==> src/rtl/addr_load_seq_pkg.sv <==
// Shared encodings for the address-register load sequencer: enable codes,
// operand modes and FSM state encoding.
package addr_load_seq_pkg;

  localparam logic [1:0] EN_HOLD = 2'b00;
  localparam logic [1:0] EN_LDNA = 2'b01;
  localparam logic [1:0] EN_LDB  = 2'b10;
  localparam logic [1:0] EN_SHL  = 2'b11;

  typedef enum logic [1:0] {
    MODE_DIRECT = 2'b00,
    MODE_LONG   = 2'b01,
    MODE_SHORT  = 2'b10,
    MODE_RSV    = 2'b11
  } mode_t;

  typedef enum logic [2:0] {
    S_IDLE   = 3'd0,
    S_LDNA   = 3'd1,
    S_CLR    = 3'd2,
    S_WAIT_B = 3'd3,
    S_LOAD_B = 3'd4,
    S_SHIFT  = 3'd5,
    S_DONE   = 3'd6
  } state_t;

  // Enable code seen by the address register in each state.
  function automatic logic [1:0] en_decode(input state_t s);
    case (s)
      S_LDNA, S_CLR: return EN_LDNA;
      S_LOAD_B:      return EN_LDB;
      S_SHIFT:       return EN_SHL;
      default:       return EN_HOLD;
    endcase
  endfunction

endpackage

==> src/rtl/addr_load_seq.sv <==
// Drives the enable code of the address register so it ends up holding either
// a direct Na address or an address assembled MSB-first from operand bytes.
module addr_load_seq
  import addr_load_seq_pkg::*;
#(
  parameter int ADDR_W = 18,
  parameter int BYTE_W = 8,
  parameter int NBYTES = (ADDR_W + BYTE_W - 1) / BYTE_W
) (
  input  logic              clk,
  input  logic              rst,
  input  logic              start,
  input  logic [1:0]        mode,
  input  logic [ADDR_W-1:0] na_in,
  input  logic              abort,
  input  logic [BYTE_W-1:0] byte_in,
  input  logic              byte_valid,
  output logic              byte_ready,
  output logic [1:0]        enables,
  output logic [ADDR_W-1:0] na_out,
  output logic [BYTE_W-1:0] ins_out,
  output logic              busy,
  output logic              done,
  output logic              err
);

  localparam int CNT_W = $clog2(NBYTES + 1);

  state_t            r_state;
  state_t            w_next;
  logic [CNT_W-1:0]  r_cnt;
  logic [ADDR_W-1:0] r_na;
  logic [BYTE_W-1:0] r_byte;
  logic              r_err;
  logic              w_start_acc;
  logic              w_accept;

  // abort overrides both a new start and a byte handshake
  assign w_start_acc = (r_state == S_IDLE) && start && !abort;
  assign w_accept    = (r_state == S_WAIT_B) && byte_valid && !abort;

  always_comb begin
    w_next = r_state;
    case (r_state)
      S_IDLE: begin
        if (w_start_acc) begin
          case (mode)
            MODE_DIRECT: w_next = S_LDNA;
            MODE_LONG,
            MODE_SHORT:  w_next = S_CLR;
            default:     w_next = S_DONE;
          endcase
        end
      end
      S_LDNA:   w_next = S_DONE;
      S_CLR:    w_next = S_WAIT_B;
      S_WAIT_B: if (w_accept) w_next = S_LOAD_B;
      S_LOAD_B: w_next = (r_cnt == '0) ? S_DONE : S_SHIFT;
      S_SHIFT:  w_next = S_WAIT_B;
      S_DONE:   w_next = S_IDLE;
      default:  w_next = S_IDLE;
    endcase
    if (abort && (r_state != S_IDLE)) w_next = S_IDLE;
  end

  always_ff @(posedge clk) begin
    if (rst) begin
      r_state <= S_IDLE;
      r_cnt   <= '0;
      r_na    <= '0;
      r_byte  <= '0;
      r_err   <= 1'b0;
    end else begin
      r_state <= w_next;
      if (w_start_acc) begin
        r_na  <= na_in;
        r_err <= (mode == MODE_RSV);
        case (mode)
          MODE_LONG:  r_cnt <= CNT_W'(NBYTES);
          MODE_SHORT: r_cnt <= CNT_W'(2);
          default:    r_cnt <= '0;
        endcase
      end
      if (w_accept) begin
        r_byte <= byte_in;
        if (r_cnt != '0) r_cnt <= r_cnt - 1'b1;
      end
    end
  end

  // Outputs depend on the state register only, so each code is held a full cycle.
  assign enables    = en_decode(r_state);
  assign byte_ready = (r_state == S_WAIT_B);
  assign na_out     = (r_state == S_LDNA) ? r_na : '0;
  assign ins_out    = (r_state == S_LOAD_B) ? r_byte : '0;
  assign busy       = (r_state != S_IDLE);
  assign done       = (r_state == S_DONE);
  assign err        = (r_state == S_DONE) && r_err;

endmodule

==> config.mk <==
export PLATFORM = sky130hd
export DESIGN_NAME = addr_load_seq
export DESIGN_NICKNAME = d
export VERILOG_FILES = /design/src/rtl/addr_load_seq_pkg.sv /design/src/rtl/addr_load_seq.sv
export SDC_FILE = /design/constraint.sdc
export NUM_CORES = 1
export LEC_CHECK = 0
export ABC_AREA = 1
export BUFFER_PORTS_ARGS = -buffer_cell sky130_fd_sc_hd__buf_4
export CAP_MARGIN = 20
export CORE_MARGIN = 2
export CORE_UTILIZATION = 46
export DETAILED_ROUTE_END_ITERATION = 10
export PLACE_DENSITY = 0.81
export SLEW_MARGIN = 30
export SYNTH_ARGS = -nofsm -noshare
export SYNTH_HDL_FRONTEND = slang
export SYNTH_SLANG_ARGS = --single-unit
==> constraint.sdc <==
create_clock -name clk -period 2.9 [get_ports clk]
set_clock_uncertainty 0.05 [all_clocks]
set_input_delay 0.58 -clock clk [delete_from_list [all_inputs] [get_ports clk]]
set_output_delay 0.58 -clock clk [all_outputs]
set_load 0.01 [all_outputs]
Word-level counts from Yosys, hierarchy flattened
Index checks and enable logic that the tools add are counted.
{ "word_totals": {"in_bits": 33, "elab_cells": 46, "ff_bits": 32, "output_inout_bits": 32} }
{ "classes": {"n_mux": 12, "eq_ne": 11, "addsub": 1, "n_reduce_logical": 17} }
{ "op_table": {"columns": ["operator", "count"], "rows": [
  ["two-way mux 18 bit", 1],
  ["one-hot mux 3 bit (5 select lines)", 1],
  ["equality test 3 bit, second input constant", 3],
  ["two-way mux 2 bit", 4],
  ["two-way mux 8 bit", 1],
  ["OR reduction 2 bit", 4],
  ["equality test 3 x 2 -> 1 bit, second input constant", 2],
  ["logical AND 1 bit", 6],
  ["two-way mux 3 bit", 2],
  ["one-hot mux 2 bit (3 select lines)", 1],
  ["one-hot mux 3 bit (2 select lines)", 1],
  ["equality test 2 bit, second input constant", 2],
  ["logical NOT 2 bit", 2],
  ["one-hot mux 2 bit (2 select lines)", 1],
  ["equality test 3 x 1 -> 1 bit, second input constant", 1],
  ["logical NOT 3 bit", 1],
  ["nonzero test 3 bit", 1],
  ["equality test 2 x 1 -> 1 bit, second input constant", 1],
  ["inequality test 2 x 1 -> 1 bit, second input constant", 1],
  ["inequality test 2 bit, second input constant", 1],
  ["AND reduction 2 bit", 1],
  ["nonzero test 2 bit", 1],
  ["subtractor 2 x 1 -> 2 bit, second input constant", 1],
  ["logical NOT 1 bit", 1]
]} }

Logic depth before layout (Yosys ltp)
Gate-level depths: netlist of the first run.
{ "logic_depth": {"depth_word": 6, "mapped_depth": 8, "ltp_nobuf": 7} }

Worst setup path after synthesis of the first run
Ideal clock, no wire load.
{ "synth_timing": {"kind": "reg2out", "start": "reg r_state[0]", "end": "out na_out[10]", "stages_incl_launch_ff": 6, "t_arrival_ps": 1051, "path_buffers": 1, "required_ps": 2270, "setup_slack_ps": 1219, "path_cell_list": "dfxtp_1 inv_1 nor2_1 nand2_2 buf_6 nor2_1"} }
{ "synth_via": {"elab_chain_len": 2} }
{ "synth_lines": {"columns": ["item", "line", "text"], "rows": [
  ["start, declared", "addr_load_seq.sv:29", "state_t r_state;"],
  ["start signal, assigned", "addr_load_seq.sv:74", "r_state <= w_next;"],
  ["equality test 3 x 1 -> 1 bit", "addr_load_seq.sv:94", "assign na_out = (r_state == S_LDNA) ? r_na : '0;"],
  ["two-way mux 18 bit", "addr_load_seq.sv:94", null],
  ["end, declared", "addr_load_seq.sv:20", "output logic [ADDR_W-1:0] na_out,"]
]} }
Every way passes these cells.

Worst setup path after layout of the first run
{ "layout_timing": {"start": "reg r_state[0]", "end": "out na_out[11]"} }
Same word-level chain as after synthesis.

==> summary.txt, run 1 <==
outcome - completed
Yosys cell types - 25
area delta synth->final - 35.56%
Post-Syn Area - 1555 sq um
I/O pin count - 65
final worst slack - 0.6194 ns
dominant synthesized flop cell - dfxtp_1
hpwl dp - 2.463 mm
flip-flop and latch count after synthesis - 32
fmax - 0.4385 GHz
Placed Cells incl. Taps - 320
setup TNS - 0 ns
total power - 1.210 mW
first-pass GRT wire length - 5.540 mm
H-Tree Depth - 2
Initial Utilization - 0.4735
crit path max fanout - 18
yosys warns - 0
drt wl/cell - 10.11 um
Die ar. - 3862 sq um
Post-layout nets - 319
slew of the pin with the lowest slew margin - 0.7081 ns
Die H - 62.15 um
total number of vias - 1522
Syn Area/Cell - 7.134 sq um
CORE AREA - 3284 sq um
initial DRC count - 90
vias in the first global route - 1293
CP Class - flip-flop to primary output
synth top area cells - dfxtp_1 (41%), inv_1 (9.7%), a21oi_1 (9.0%)
cell taking the most area after synthesis - dfxtp_1
final WL - 3.316 mm
Via-to-Cell Ratio - 4.640
n_diodes - 0
Synth async-reset ratio - 0
Post-synth EDFFs - 0
cell count after synthesis - 218
hold_buf cts - 0
CTS root buf - clkbuf_4
row count - 21
HP Class - input pin to flip-flop
PostCTS Resize Cnt - 0
minimum clock period - 2.281 ns
GPL Wtd Cong - 0.8023
final std cells w/o fill - 328
critical path arrival - 1.65 ns
Tcrit/Tclk final - 0.7864
share of post-route cells with drive strength above 1 - 0.2979
PD cells - 574.0 nW/um^2
CP Data Required Time - 2.27 ns
most frequent cells in the layout - buf_4 (64), inv_1 (40), nor2_1 (37)
commonest non-fill, non-tap cell in the layout - buf_4
share of the synthesized area in the top cell type - 0.4119
DRC viols - 0
RSZ-0062 raised after global routing - false
TritonCTS Sinks - 32
critical path endpoint category - primary output
CP Launch Type - flip-flop
pre-CTS setup slack - 0.8089 ns
max-cap viol count - 0
P_leak - 0.9791 nW
worst skew pair latency - 0.31 ns
register area share after synthesis - 0.4119
Slew Limit Headroom - 0.5274
worst vdd ir - 0.0003274 V
net count after synthesis - 256
CTS Buf Count - 5
GRT Overall Usage - 0.1778
antenna-violating nets left - 0
Finish-stage setup viols - 0
first drt pass iteration count - 4
die width - 62.15 um
CTS tree - built
IO Port Bufs - 64
Clk pin slew, worst setup/hold paths - 0.10 ns
largest net degree at the start of global routing - 41
final-layout fill cell count - 336
post-CTS setup buffer count - 0
GRT overflow - 0
Final Hold Viols - 0
clock buffer depth - 2
fin. max-slew vios - 0
initial antenna violation count - 0
Hold Slack - 0.3747 ns
worst max-delay path, stage by stage (launching register included):
cell	delay [ns]
dfxtp_1	0.48
inv_1	0.09
nor2_1	0.18
nand2_2	0.24
nor2_1	0.20
buf_4	0.14
report_power, final:
part	total, mW	switching [mW]	internal [mW]
logic	0.352	0.212	0.140
registers	0.529	0.0321	0.497
clock network	0.328	0.148	0.181
total	1.21	0.392	0.818
per-stage QoR:
step | area (sq um) | utilization
3_5_place_dp | 2032 | 0.6187
6_report | 2108 | 0.6419
3_3_place_gp | 2032 | 0.6187
4_1_cts | 2108 | 0.6419
5_1_grt | 2108 | 0.6419
2_1_floorplan | 1555 | -
cells in the mapped netlist (2+ instances only):
cell type   n
buf_4       2
nor2_1     37
inv_2       3
nand2_1    16
a21oi_2     2
o21ai_0    26
nand3_1     6
o21ai_1     3
nand2_2     2
buf_6       3
ha_1        5
dfxtp_1    32
a21oi_1    28
nand3_2     2
clkbuf_1    2
inv_1      40
final cells by class:
class                           instances  area, sq um  share of cell area
Multi-Input combinational cell        135        691.9              0.3282
Sequential cell                        32        640.6              0.3039
Timing Repair Buffer                   64        480.5              0.2279
Inverter                               43        161.4             0.07656
Tap cell                               46        57.56             0.02730
Clock buffer                            6        41.29             0.01958
Clock inverter                          2        35.03             0.01662
routing by layer:
metal  GRT usage  share of wire  vias up  wire [um]
met1      0.2050           0.44      659       1443
met4     0.05000         0.0081        0         27
met3     0.05978          0.066        2        220
met2      0.3139           0.49       51       1625
met5           0              0        -          0
li1            -              -      810          -
logic make-up (layout without fill, tap and decap cells):
| logic type | after synthesis | count (layout) | synth area share |
|---|---|---|---|
| AO/OA/AOI/OAI | 61 | 61 | 0.2051 |
| adder cells (fa/ha/maj) | 5 | 5 | 0.04023 |
| buffers and inverters | 51 | 115 | 0.1432 |
| flip-flops | 32 | 32 | 0.4119 |
| AND/OR/NAND/NOR | 69 | 69 | 0.1995 |
registers in the layout, indices dropped and copies added (netlist names):
signal   count
r_na        18
r_state      3
r_err        1
r_cnt        2
r_byte       8
final timing paths:
check | startpoint | to | slack, ns | depth (start not counted)
worst max-delay path | r_state[0] | na_out[11] | 0.62 | 5
worst min-delay path | rst | r_cnt[0] | 0.37 | 2
worst max register to register | r_state[0] | r_na[5] | 1.13 | 4
worst min register to register | r_byte[4] | r_byte[4] | 0.41 | 2
(Power assumes the default switching activity.)
==> run 2, diff against run 1 <==
==> constraint.sdc (replaced) <==
create_clock -name clk -period 2.4 [get_ports clk]
set_clock_uncertainty 0.05 [all_clocks]
set_input_delay 0.48 -clock clk [delete_from_list [all_inputs] [get_ports clk]]
set_output_delay 0.48 -clock clk [all_outputs]
set_load 0.01 [all_outputs]
==> summary.txt, run 2 (synthesized netlist as in run 1, its figures left out) <==
WHS Endpoint - r_cnt[0]
outcome - completed
largest net degree at the start of global routing - 27
Clk pin slew, worst setup/hold paths - 0.09 ns
internal power - 0.8828 mW
fin. max-slew vios - 0
most frequent cells in the layout - buf_4 (66), inv_1 (40), nor2_1 (37)
final worst slack - 0.2442 ns
die width - 62.15 um
P_leak - 0.9741 nW
commonest non-fill, non-tap cell in the layout - buf_4
worst vdd ir - 0.0003703 V
TritonCTS Sinks - 32
Final Hold Viols - 0
critical path endpoint category - primary output
CORE AREA - 3284 sq um
fmax - 0.4639 GHz
Placed Cells incl. Taps - 322
biggest regs - r_na x18, r_byte x8, r_state x3
Slew Limit Headroom - 0.7673
Die ar. - 3862 sq um
CP Launch Type - flip-flop
R2R depth - 5
clock buffer depth - 2
Die H - 62.15 um
crit path max fanout - 18
final WL - 3.377 mm
Reg power frac - 0.473
CP Launch Point - r_state[0]
Clock power frac - 0.202
n_diodes - 0
row count - 21
total number of vias - 1490
first-pass GRT wire length - 5.630 mm
Sw Pwr - 0.4655 mW
post-route cell area - 2093 sq um
critical path arrival - 1.63 ns
max-cap viol count - 0
total power - 1.348 mW
share of post-route cells with drive strength above 1 - 0.3004
power share of the combinational group - 0.325
setup TNS - 0 ns
PostCTS Resize Cnt - 0
final std cells w/o fill - 329
slew of the pin with the lowest slew margin - 0.3478 ns
vias in the first global route - 1320
CP Class - flip-flop to primary output
initial DRC count - 99
IO Port Bufs - 64
HP Class - input pin to flip-flop
CTS root buf - clkbuf_4
CP Data Required Time - 1.87 ns
first drt pass iteration count - 4
worst skew pair latency - 0.32 ns
I/O pin count - 65
DRC viols - 0
GRT Overall Usage - 0.1827
minimum clock period - 2.156 ns
Placed Instance Area - 2047 sq um
CTS tree - built
final core area utilization - 0.6373
reg-to-reg slack, setup - 0.84 ns
area delta synth->final - 34.59%
antenna-violating nets left - 0
hold path start - rst
post-CTS setup buffer count - 0
initial antenna violation count - 0
Crit Reg-Reg Startpoint - r_state[0]
Via-to-Cell Ratio - 4.529
PD cells - 644.1 nW/um^2
RSZ-0062 raised after global routing - false
hold_buf cts - 0
hpwl dp - 2.571 mm
Initial Utilization - 0.4735
CTS Buf Count - 5
Hold Slack - 0.2789 ns
hold path cells - 2
Post-layout nets - 321
Finish-stage setup viols - 0
Net Sw Frac - 0.3452
Top reg by flops - r_na
GRT overflow - 0
max reg flops - 18
drt wl/cell - 10.26 um
GPL Wtd Cong - 0.8143
R2R Path End - r_na[12]
Tcrit/Tclk final - 0.8983
pre-CTS setup slack - 0.6153 ns
H-Tree Depth - 2
[run 2: routing by layer]
| metal | up-vias | track usage | part of all wire |
|---|---|---|---|
| met4 | 0 | 0.07500 | 0.013 |
| met2 | 47 | 0.3057 | 0.47 |
| li1 | 808 | - | - |
| met3 | 5 | 0.06159 | 0.054 |
| met1 | 630 | 0.2148 | 0.46 |
| met5 | - | 0 | 0 |
[run 2: critical path, cell delays in order (launching register included)]
cell and delay [ns]:
dfxtp_1 0.45, inv_1 0.09, nor2_1 0.19, nand2_2 0.26
nor2_1 0.18, buf_4 0.14
[run 2: worst max-delay path by stage]
stage | end | slack (ns) | depth (start not counted)
final | na_out[12] | 0.24 | 5
after global routing | na_out[11] | 0.09 | 5
after detailed placement | r_na[12] | 0.62 | 6
after CTS | na_out[3] | 0.24 | 5
after floorplan | na_out[10] | 0.82 | 5
after global placement | r_na[12] | 0.66 | 6
[run 2: power by group through the flow]
stage / Sequential [mW] / Combinational, mW / Clock [mW]
2_1_floorplan: 0.643 / 0.306 / 0
3_3_place_gp: 0.647 / 0.431 / 0
3_5_place_dp: 0.650 / 0.438 / 0
4_1_cts: 0.638 / 0.440 / 0.287
5_1_grt: 0.647 / 0.494 / 0.316
6_report: 0.638 / 0.438 / 0.273
[run 2: cell type report]
| class | instances | area, sq um |
|---|---|---|
| sequential | 32 | 640.6 |
| timing repair buffer | 66 | 495.5 |
| inverter | 43 | 161.4 |
| fill | 328 | 1191 |
| tap | 46 | 57.56 |
| clock inverter | 1 | 5.005 |
| multi-input combinational | 135 | 691.9 |
| clock buffer | 6 | 41.29 |
